[src/rtl/wb4_to_pi1_pkg.sv]
// Shared definitions for the Wishbone B4 pipelined slave to PI1 master bridge:
// PI1 opcodes and a constant-evaluable ceiling log2.
package wb4_to_pi1_pkg;

  localparam logic [1:0] PINOOP = 2'b00;
  localparam logic [1:0] PIWROP = 2'b01;
  localparam logic [1:0] PIRDOP = 2'b10;
  localparam logic [1:0] PIRWOP = 2'b11;

  function automatic int clog2(input int value);
    int r;
    r = 0;
    for (int v = value - 1; v > 0; v = v >> 1) r++;
    return r;
  endfunction

endpackage

[src/rtl/wb4_to_pi1_fifo.sv]
// Small synchronous request FIFO: registered storage, combinational head read,
// flush empties it in one edge. Pointers wrap naturally.
module wb4_to_pi1_fifo
  import wb4_to_pi1_pkg::*;
#(
  parameter int WIDTH = 8,
  parameter int DEPTH = 2
) (
  input  logic             clk,
  input  logic             rst,
  input  logic             push,
  input  logic             pop,
  input  logic             flush,
  input  logic [WIDTH-1:0] wdata,
  output logic [WIDTH-1:0] head,
  output logic             full,
  output logic             empty
);

  localparam int PTRW = clog2(DEPTH);

  logic [WIDTH-1:0] mem [DEPTH];
  logic [PTRW-1:0]  wr_ptr;
  logic [PTRW-1:0]  rd_ptr;
  logic [PTRW:0]    count;
  logic             do_push;
  logic             do_pop;

  assign full    = (count == (PTRW + 1)'(DEPTH));
  assign empty   = (count == '0);
  assign head    = mem[rd_ptr];
  assign do_push = push & ~full & ~flush;
  assign do_pop  = pop & ~empty;

  always_ff @(posedge clk) begin
    if (do_push) mem[wr_ptr] <= wdata;
  end

  always_ff @(posedge clk) begin
    if (rst || flush) begin
      wr_ptr <= '0;
      rd_ptr <= '0;
      count  <= '0;
    end else begin
      if (do_push) wr_ptr <= wr_ptr + 1'b1;
      if (do_pop) rd_ptr <= rd_ptr + 1'b1;
      case ({do_push, do_pop})
        2'b10:   count <= count + 1'b1;
        2'b01:   count <= count - 1'b1;
        default: count <= count;
      endcase
    end
  end

endmodule

[src/rtl/wb4_to_pi1.sv]
// Wishbone B4 pipelined slave to PI1 master bridge. Requests are queued in a
// small FIFO, issued one at a time on PI1, and acked in order with read data.
module wb4_to_pi1
  import wb4_to_pi1_pkg::*;
#(
  parameter int  ARCHBITSZ = 32,
  parameter int  REQDEPTH  = 2,
  localparam int ADDRBITSZ = ARCHBITSZ - clog2(ARCHBITSZ / 8)
) (
  input  logic                   wb4_clk_i,
  input  logic                   wb4_rst_i,
  input  logic                   wb4_cyc_i,
  input  logic                   wb4_stb_i,
  input  logic                   wb4_we_i,
  input  logic [ARCHBITSZ-1:0]   wb4_addr_i,
  input  logic [ARCHBITSZ-1:0]   wb4_data_i,
  input  logic [ARCHBITSZ/8-1:0] wb4_sel_i,
  output logic                   wb4_stall_o,
  output logic                   wb4_ack_o,
  output logic [ARCHBITSZ-1:0]   wb4_data_o,
  output logic [1:0]             pi1_op_o,
  output logic [ADDRBITSZ-1:0]   pi1_addr_o,
  output logic [ARCHBITSZ-1:0]   pi1_data_o,
  output logic [ARCHBITSZ/8-1:0] pi1_sel_o,
  input  logic [ARCHBITSZ-1:0]   pi1_data_i,
  input  logic                   pi1_rdy_i
);

  localparam int SELBITSZ = ARCHBITSZ / 8;
  localparam int OFFBITS  = clog2(SELBITSZ);
  localparam int ENTRYW   = 1 + ADDRBITSZ + ARCHBITSZ + SELBITSZ;

  logic              push;
  logic              flush;
  logic              full;
  logic              empty;
  logic [ENTRYW-1:0] wdata;
  logic [ENTRYW-1:0] head;
  logic              head_we;
  logic              accept;
  logic              complete;
  logic              inflight;
  logic              inflight_we;
  logic              discard;
  logic              unused_offset;

  // Handshakes: a wishbone request transfers on an edge with cyc&stb&!stall;
  // a PI1 op transfers on an edge with rdy=1 and op!=NOOP, and the next rdy=1
  // edge after that completes it.
  assign push        = wb4_cyc_i & wb4_stb_i & ~full;
  assign flush       = ~wb4_cyc_i;
  assign accept      = pi1_rdy_i & ~empty;
  assign complete    = pi1_rdy_i & inflight;
  assign wb4_stall_o = full;

  assign wdata = {wb4_we_i, wb4_addr_i[ARCHBITSZ-1:OFFBITS], wb4_data_i, wb4_sel_i};
  assign head_we = head[ENTRYW-1];
  assign unused_offset = ^wb4_addr_i[OFFBITS-1:0];

  wb4_to_pi1_fifo #(
    .WIDTH(ENTRYW),
    .DEPTH(REQDEPTH)
  ) u_fifo (
    .clk  (wb4_clk_i),
    .rst  (wb4_rst_i),
    .push (push),
    .pop  (accept),
    .flush(flush),
    .wdata(wdata),
    .head (head),
    .full (full),
    .empty(empty)
  );

  // Stale FIFO storage is masked so an idle bus shows all-zero fields.
  always_comb begin
    pi1_op_o   = PINOOP;
    pi1_addr_o = '0;
    pi1_data_o = '0;
    pi1_sel_o  = '0;
    if (!empty) begin
      pi1_op_o   = head_we ? PIWROP : PIRDOP;
      pi1_addr_o = head[ENTRYW-2 -: ADDRBITSZ];
      pi1_data_o = head[SELBITSZ +: ARCHBITSZ];
      pi1_sel_o  = head[SELBITSZ-1:0];
    end
  end

  always_ff @(posedge wb4_clk_i) begin
    if (wb4_rst_i) begin
      inflight    <= 1'b0;
      inflight_we <= 1'b0;
      discard     <= 1'b0;
      wb4_ack_o   <= 1'b0;
      wb4_data_o  <= '0;
    end else begin
      wb4_ack_o <= complete & ~discard;
      if (complete) wb4_data_o <= inflight_we ? '0 : pi1_data_i;

      if (accept) begin
        inflight    <= 1'b1;
        inflight_we <= head_we;
      end else if (complete) begin
        inflight <= 1'b0;
      end

      // Dropping cyc orphans whatever op is on PI1 after this edge; its
      // completion must not ack into a later cycle.
      if (!wb4_cyc_i) discard <= accept | (inflight & ~complete);
      else if (complete) discard <= 1'b0;
    end
  end

endmodule

[config.mk]
export PLATFORM = sky130hd
export DESIGN_NAME = wb4_to_pi1
export DESIGN_NICKNAME = d
export VERILOG_FILES = /design/src/rtl/wb4_to_pi1_pkg.sv /design/src/rtl/wb4_to_pi1_fifo.sv /design/src/rtl/wb4_to_pi1.sv
export SDC_FILE = /design/constraint.sdc
export NUM_CORES = 1
export LEC_CHECK = 0
export BUFFER_PORTS_ARGS = -buffer_cell sky130_fd_sc_hd__buf_4
export CORE_AREA = 5 5 128 106
export DETAILED_ROUTE_END_ITERATION = 8
export DIE_AREA = 0 0 133 111
export PLACE_DENSITY = 0.83
export SYNTH_ARGS = -nofsm -noshare
export SYNTH_HDL_FRONTEND = slang
export SYNTH_SLANG_ARGS = --single-unit
export TNS_END_PERCENT = 50
[constraint.sdc]
create_clock -name wb4_clk_i -period 12.8 [get_ports wb4_clk_i]
set_input_delay 2.56 -clock wb4_clk_i [delete_from_list [all_inputs] [get_ports wb4_clk_i]]
set_output_delay 2.56 -clock wb4_clk_i [all_outputs]
set_load 0.01 [all_outputs]
# After elaboration in Yosys (flattened, before gate mapping)

Memory sizes are Yosys's and may differ from the RTL's. A register that Yosys moved wholly into a read port is not among the register bits.
Cells that the tools add are included.
Widths: inputs -> output; s select.

Register bits after elaboration: 40
Memories kept: 1
Logic and storage cells: 50
Bits of input ports: 106
Output and inout bits: 102
ROM bits: 0
Memory bits (writable): 134
Bits in latches: 0

$mul: 0
Add/subtract/negate cells: 4
Bitwise gates (word level): 15
Div/mod/pow operators: 0
Reduce and logical (&&, ||, !) cells: 4
Multiplexer cells: 14
Eq/ne operators: 4
Magnitude comparators: 0
Shift operators: 0

Memories:

| name       | depth | width | rd ports | clocked after memory_dff | write ports | line                  | RTL |
|---|---|---|---|---|---|---|---|
| u_fifo.mem | 2     | 67    | 1        | 1                        | 1           | wb4_to_pi1_fifo.sv:22 | `logic [WIDTH-1:0] mem [DEPTH];` |

Operator list:

| operator            | number |
|---|---|
| $mux 32             | 2 |
| $mux 30             | 1 |
| $and 1x1->1         | 9 |
| $mux 1              | 7 |
| $not 1->1           | 5 |
| $eq 2x2->1 const B  | 2 |
| $mux 2              | 2 |
| $mux 4              | 1 |
| $pmux 2 s2          | 1 |
| $reduce_bool 2->1   | 2 |
| $add 1x1->1 const B | 2 |
| $add 2x1->2 const B | 1 |
| $eq 2x1->1 const B  | 1 |
| $logic_not 2->1     | 1 |
| $ne 2x1->1 const B  | 1 |
| $sub 2x1->2 const B | 1 |
| $logic_or 1x1->1    | 1 |
| $or 1x1->1          | 1 |

# Longest topological paths before layout

Depth in word-level cells: 7
Depth in mapped cells: 6
Depth with buffers taken out: 6

# Hierarchy

Synthesis repeated with hierarchy kept, for this count alone.

Cells, all modules: 475
Area total of the unflattened synthesis: 7029.2 sq um

Modules (own cells, without submodules):

| module          | cells an instance | instances | area each (sq um) | sequential area each (sq um) |
|---|---|---|---|---|
| wb4_to_pi1_fifo | 235               | 1         | 5051.1            | 4124.0 |
| wb4_to_pi1      | 240               | 1         | 1978.1            | 720.7 |

# Worst setup path before layout

No wires, ideal clock.

Path kind: input to register
Start: input port wb4_stb_i
End: memory u_fifo.mem[1][0] (netlist bit), enable pin
Path slack: 6605 ps
Setup time: 492 ps
Arrival time: 5703 ps
Path buffers: 0
Cell stages on the path: 3
Data required time: 12308 ps
Cell sequence: nand2_1 -> or2_2 -> nor2_1

Word-level cells in the longest chain between the ends: 6

RTL lines:

| what                         | line                  | RTL |
|---|---|---|
| start: declaration           | wb4_to_pi1.sv:13      | `input logic wb4_stb_i,` |
| $and 1x1->1 (2 in a row)     | wb4_to_pi1.sv:50      | `assign push = wb4_cyc_i & wb4_stb_i & ~full;` |
| $and 1x1->1 (2 in a row)     | wb4_to_pi1_fifo.sv:32 | `assign do_push = push & ~full & ~flush;` |
| $mux 1                       | wb4_to_pi1_fifo.sv:36 | `if (do_push) mem[wr_ptr] <= wdata;` |
| $mux 1 (implied by the code) | wb4_to_pi1_fifo.sv:36 |  |
| end: declaration             | wb4_to_pi1_fifo.sv:22 |  |

No other way between the ends.

==> impl_metrics.ini <==
[synth]
syn_nets = 506
synth_area_um2 = 6370
syn_avg_cell_area_um2 = 16.0
yosys_warnings = 0
synth_seq_cells = 175
synth_cell_types = 24
postSynthCellCount = 399
synth_top_area_frac = 0.632
synthTopCellsByArea = edfxtp_1 (63%), dfxtp_1 (13%), mux2i_1 (11%)
yosysTopAreaCell = edfxtp_1
seq_area_frac_synth = 0.761

[critical_path]
endpoint_kind = output port
critical_path_class = reg2out
path_max_fanout = 67
timing.rr.end = u_fifo.mem[1][58]$_DFFE_PP_
crit_required_ps = 10240
rr_startpoint = u_fifo.count[0]$_SDFFE_PP0P_
cpPeakStageDelay_ps = 1090
reg2reg_slack_ps = 10200
cpMaxStageDelayCell = dfxtp_4
path_cells = mux2i_1 > nor2b_1 > buf_4
crit_arrival_ps = 2350
r2r_cells = 4
cp-start-kind = flip-flop

[global_routing]
grt_pass1_vias = 4298
grt_max_degree = 68
grt_usage = 0.192
overflow = 0
antenna_found_initial = 0
grt_pass1_wl_um = 22000

[power_and_ir_drop]
peakVddDrop_uv = 99.8
cellLeakagePower_nw = 3.32
powerDensity_nw_per_um2 = 140

[status]
status = completed

[cts]
cts_sinks = 175
clock_latency_ps = 430
hold_buffers = 0
clkSlewWorstSetupHoldPaths_ps = 60
cts_tree = built
cts_root_buf = clkbuf_16
clock_path_buffers = 2
cts-buffers-inserted = 17
post-cts-setup-buffers = 0
htree_levels = 4
ctsResizeCount = 0

[die]
die-height_um = 111
die_area_um2 = 14800
die_w_um = 133
core_um2 = 12000
pin_count = 208
initial_utilization = 0.529
core.rowCount = 36

[finish]
multi_input_area_um2 = 1420
drive_gt1_frac = 0.396
final_common_cell = buf_4
antenna_cells = 0
nets = 712
fill_cells = 813
mostFrequentLayoutCells = buf_4 (208), edfxtp_1 (134), nor2_1 (73)
seq_area_um2 = 4850
syn_to_final_growth_pct = 35.5
final_cells = 770

[timing]
slew_violations = 0
rsz0062_at_grt = false
setup_viol = 0
slew-limit-headroom = 0.0848
fmax_ghz = 0.204
worstMarginPinSlew_ps = 1370
fin_crit_sh = 0.384
hold_viol = 0
skew_ps = 8.82
period_minus_slack_ps = 4910
finalSetupTns_ps = 0

[drt]
drc_errors = 0
drtIter0Drc = 236
vias = 4036
antenna_left = 0
drt-total-wl_um = 14000
wire_per_inst_um = 18.2
firstDrtPassIters = 4
via_per_inst = 5.24

[placement]
place_congestion = 0.728
place_inst = 738
dp_hpwl_um = 9710
numPortBuffers = 205

[hold_path]
hold-path-cell-count = 1
hold_class = reg2reg
hold_end = wb4_ack_o$_SDFF_PP0_
min_from = discard$_SDFFE_PP0P_

[job]
max-cap-violations = 0
-- sequential cells by signal (all words and copies together) (netlist names), named ones only --
name           count
u_fifo.rd_ptr      1
wb4_data_o        32
u_fifo.wr_ptr      1
u_fifo.count       2
wb4_ack_o          1
u_fifo.mem       134
inflight           1
inflight_we        1
discard            1
-- area by class of cell --
type | count | share of cell area
multi-input combinational | 200 | 0.165
sequential | 175 | 0.562
tap | 152 | 0.0220
clock buffer | 26 | 0.0640
inverter | 3 | 0.00131
timing repair buffer | 208 | 0.181
clock inverter | 6 | 0.00479
-- per-stage QoR --
stage | total power [mW] | utilization | hold slack (ps) | instance area, µm² | setup slack [ps]
after detailed placement | 0.720 | 0.668 | 412 | 8030 | 8010
final | 1.21 | 0.717 | 427 | 8630 | 7890
after global routing | 1.25 | 0.717 | 450 | 8630 | 7730
after floorplan | 0.671 | - | 393 | 6370 | 6600
after global placement | 0.715 | 0.668 | 413 | 8030 | 8090
after CTS | 1.22 | 0.717 | 423 | 8630 | 7800
-- power breakdown --
| group | internal (mW) | switching [mW] |
|---|---|---|
| Clock | 0.298 | 0.202 |
| Combinational | 0.0392 | 0.0356 |
| Sequential | 0.626 | 0.00568 |
| Total | 0.963 | 0.243 |
-- metal layers --
metal,global-route usage,wire [µm],vias to the layer above
li1,-,-,1891
met1,0.225,5640,1948
met2,0.311,6780,182
met3,0.0912,1430,15
met4,0.0665,201,0
met5,0,0,-
-- worst max-delay path by stage --
| stage | start | endpoint | cells past startpoint |
|---|---|---|---|
| 2_1_floorplan | wb4_stb_i | u_fifo.mem[1][0]$_DFFE_PP_ | 3 |
| 3_3_place_gp | wb4_cyc_i | u_fifo.mem[1][55]$_DFFE_PP_ | 5 |
| 3_5_place_dp | wb4_cyc_i | u_fifo.mem[1][57]$_DFFE_PP_ | 5 |
| 4_1_cts | flip-flop | pi1_op_o[1] | 3 |
| 5_1_grt | flip-flop | pi1_op_o[1] | 3 |
| 6_report | flip-flop | pi1_op_o[1] | 3 |
-- critical path: cells and delay by family, from the launching register on --
kind,cells,cell delay (ps)
DFF,1,1090
muxes,1,480
buffers and inverters,1,130
and+or+nand+nor,1,200
-- logic make-up (layout without fill, tap and decap cells) --
family / count (synthesis) / after routing / share of synthesized area
compound gates: 40 / 40 / 0.0511
xor+xnor: 3 / 3 / 0.00413
fa+ha+maj: 1 / 1 / 0.00197
buf+inv: 24 / 243 / 0.0195
flops: 175 / 175 / 0.761
mux: 67 / 67 / 0.105
simple gates: 89 / 89 / 0.0570
-- cell usage after synthesis --
master,instances
a211oi_1,1
a21oi_1,3
a22o_1,32
buf_2,12
buf_4,5
clkbuf_1,4
dfxtp_1,41
edfxtp_1,134
ha_1,1
inv_1,3
mux2i_1,67
nand2_1,2
nand2b_1,1
nand3_1,1
nor2_1,75
nor2b_1,3
nor3_1,3
nor3_2,1
o21a_1,1
o21ai_0,3
or2_2,1
or3_1,2
xnor2_1,2
xor2_1,1
Note: power is estimated with default switching activity, not from simulation.
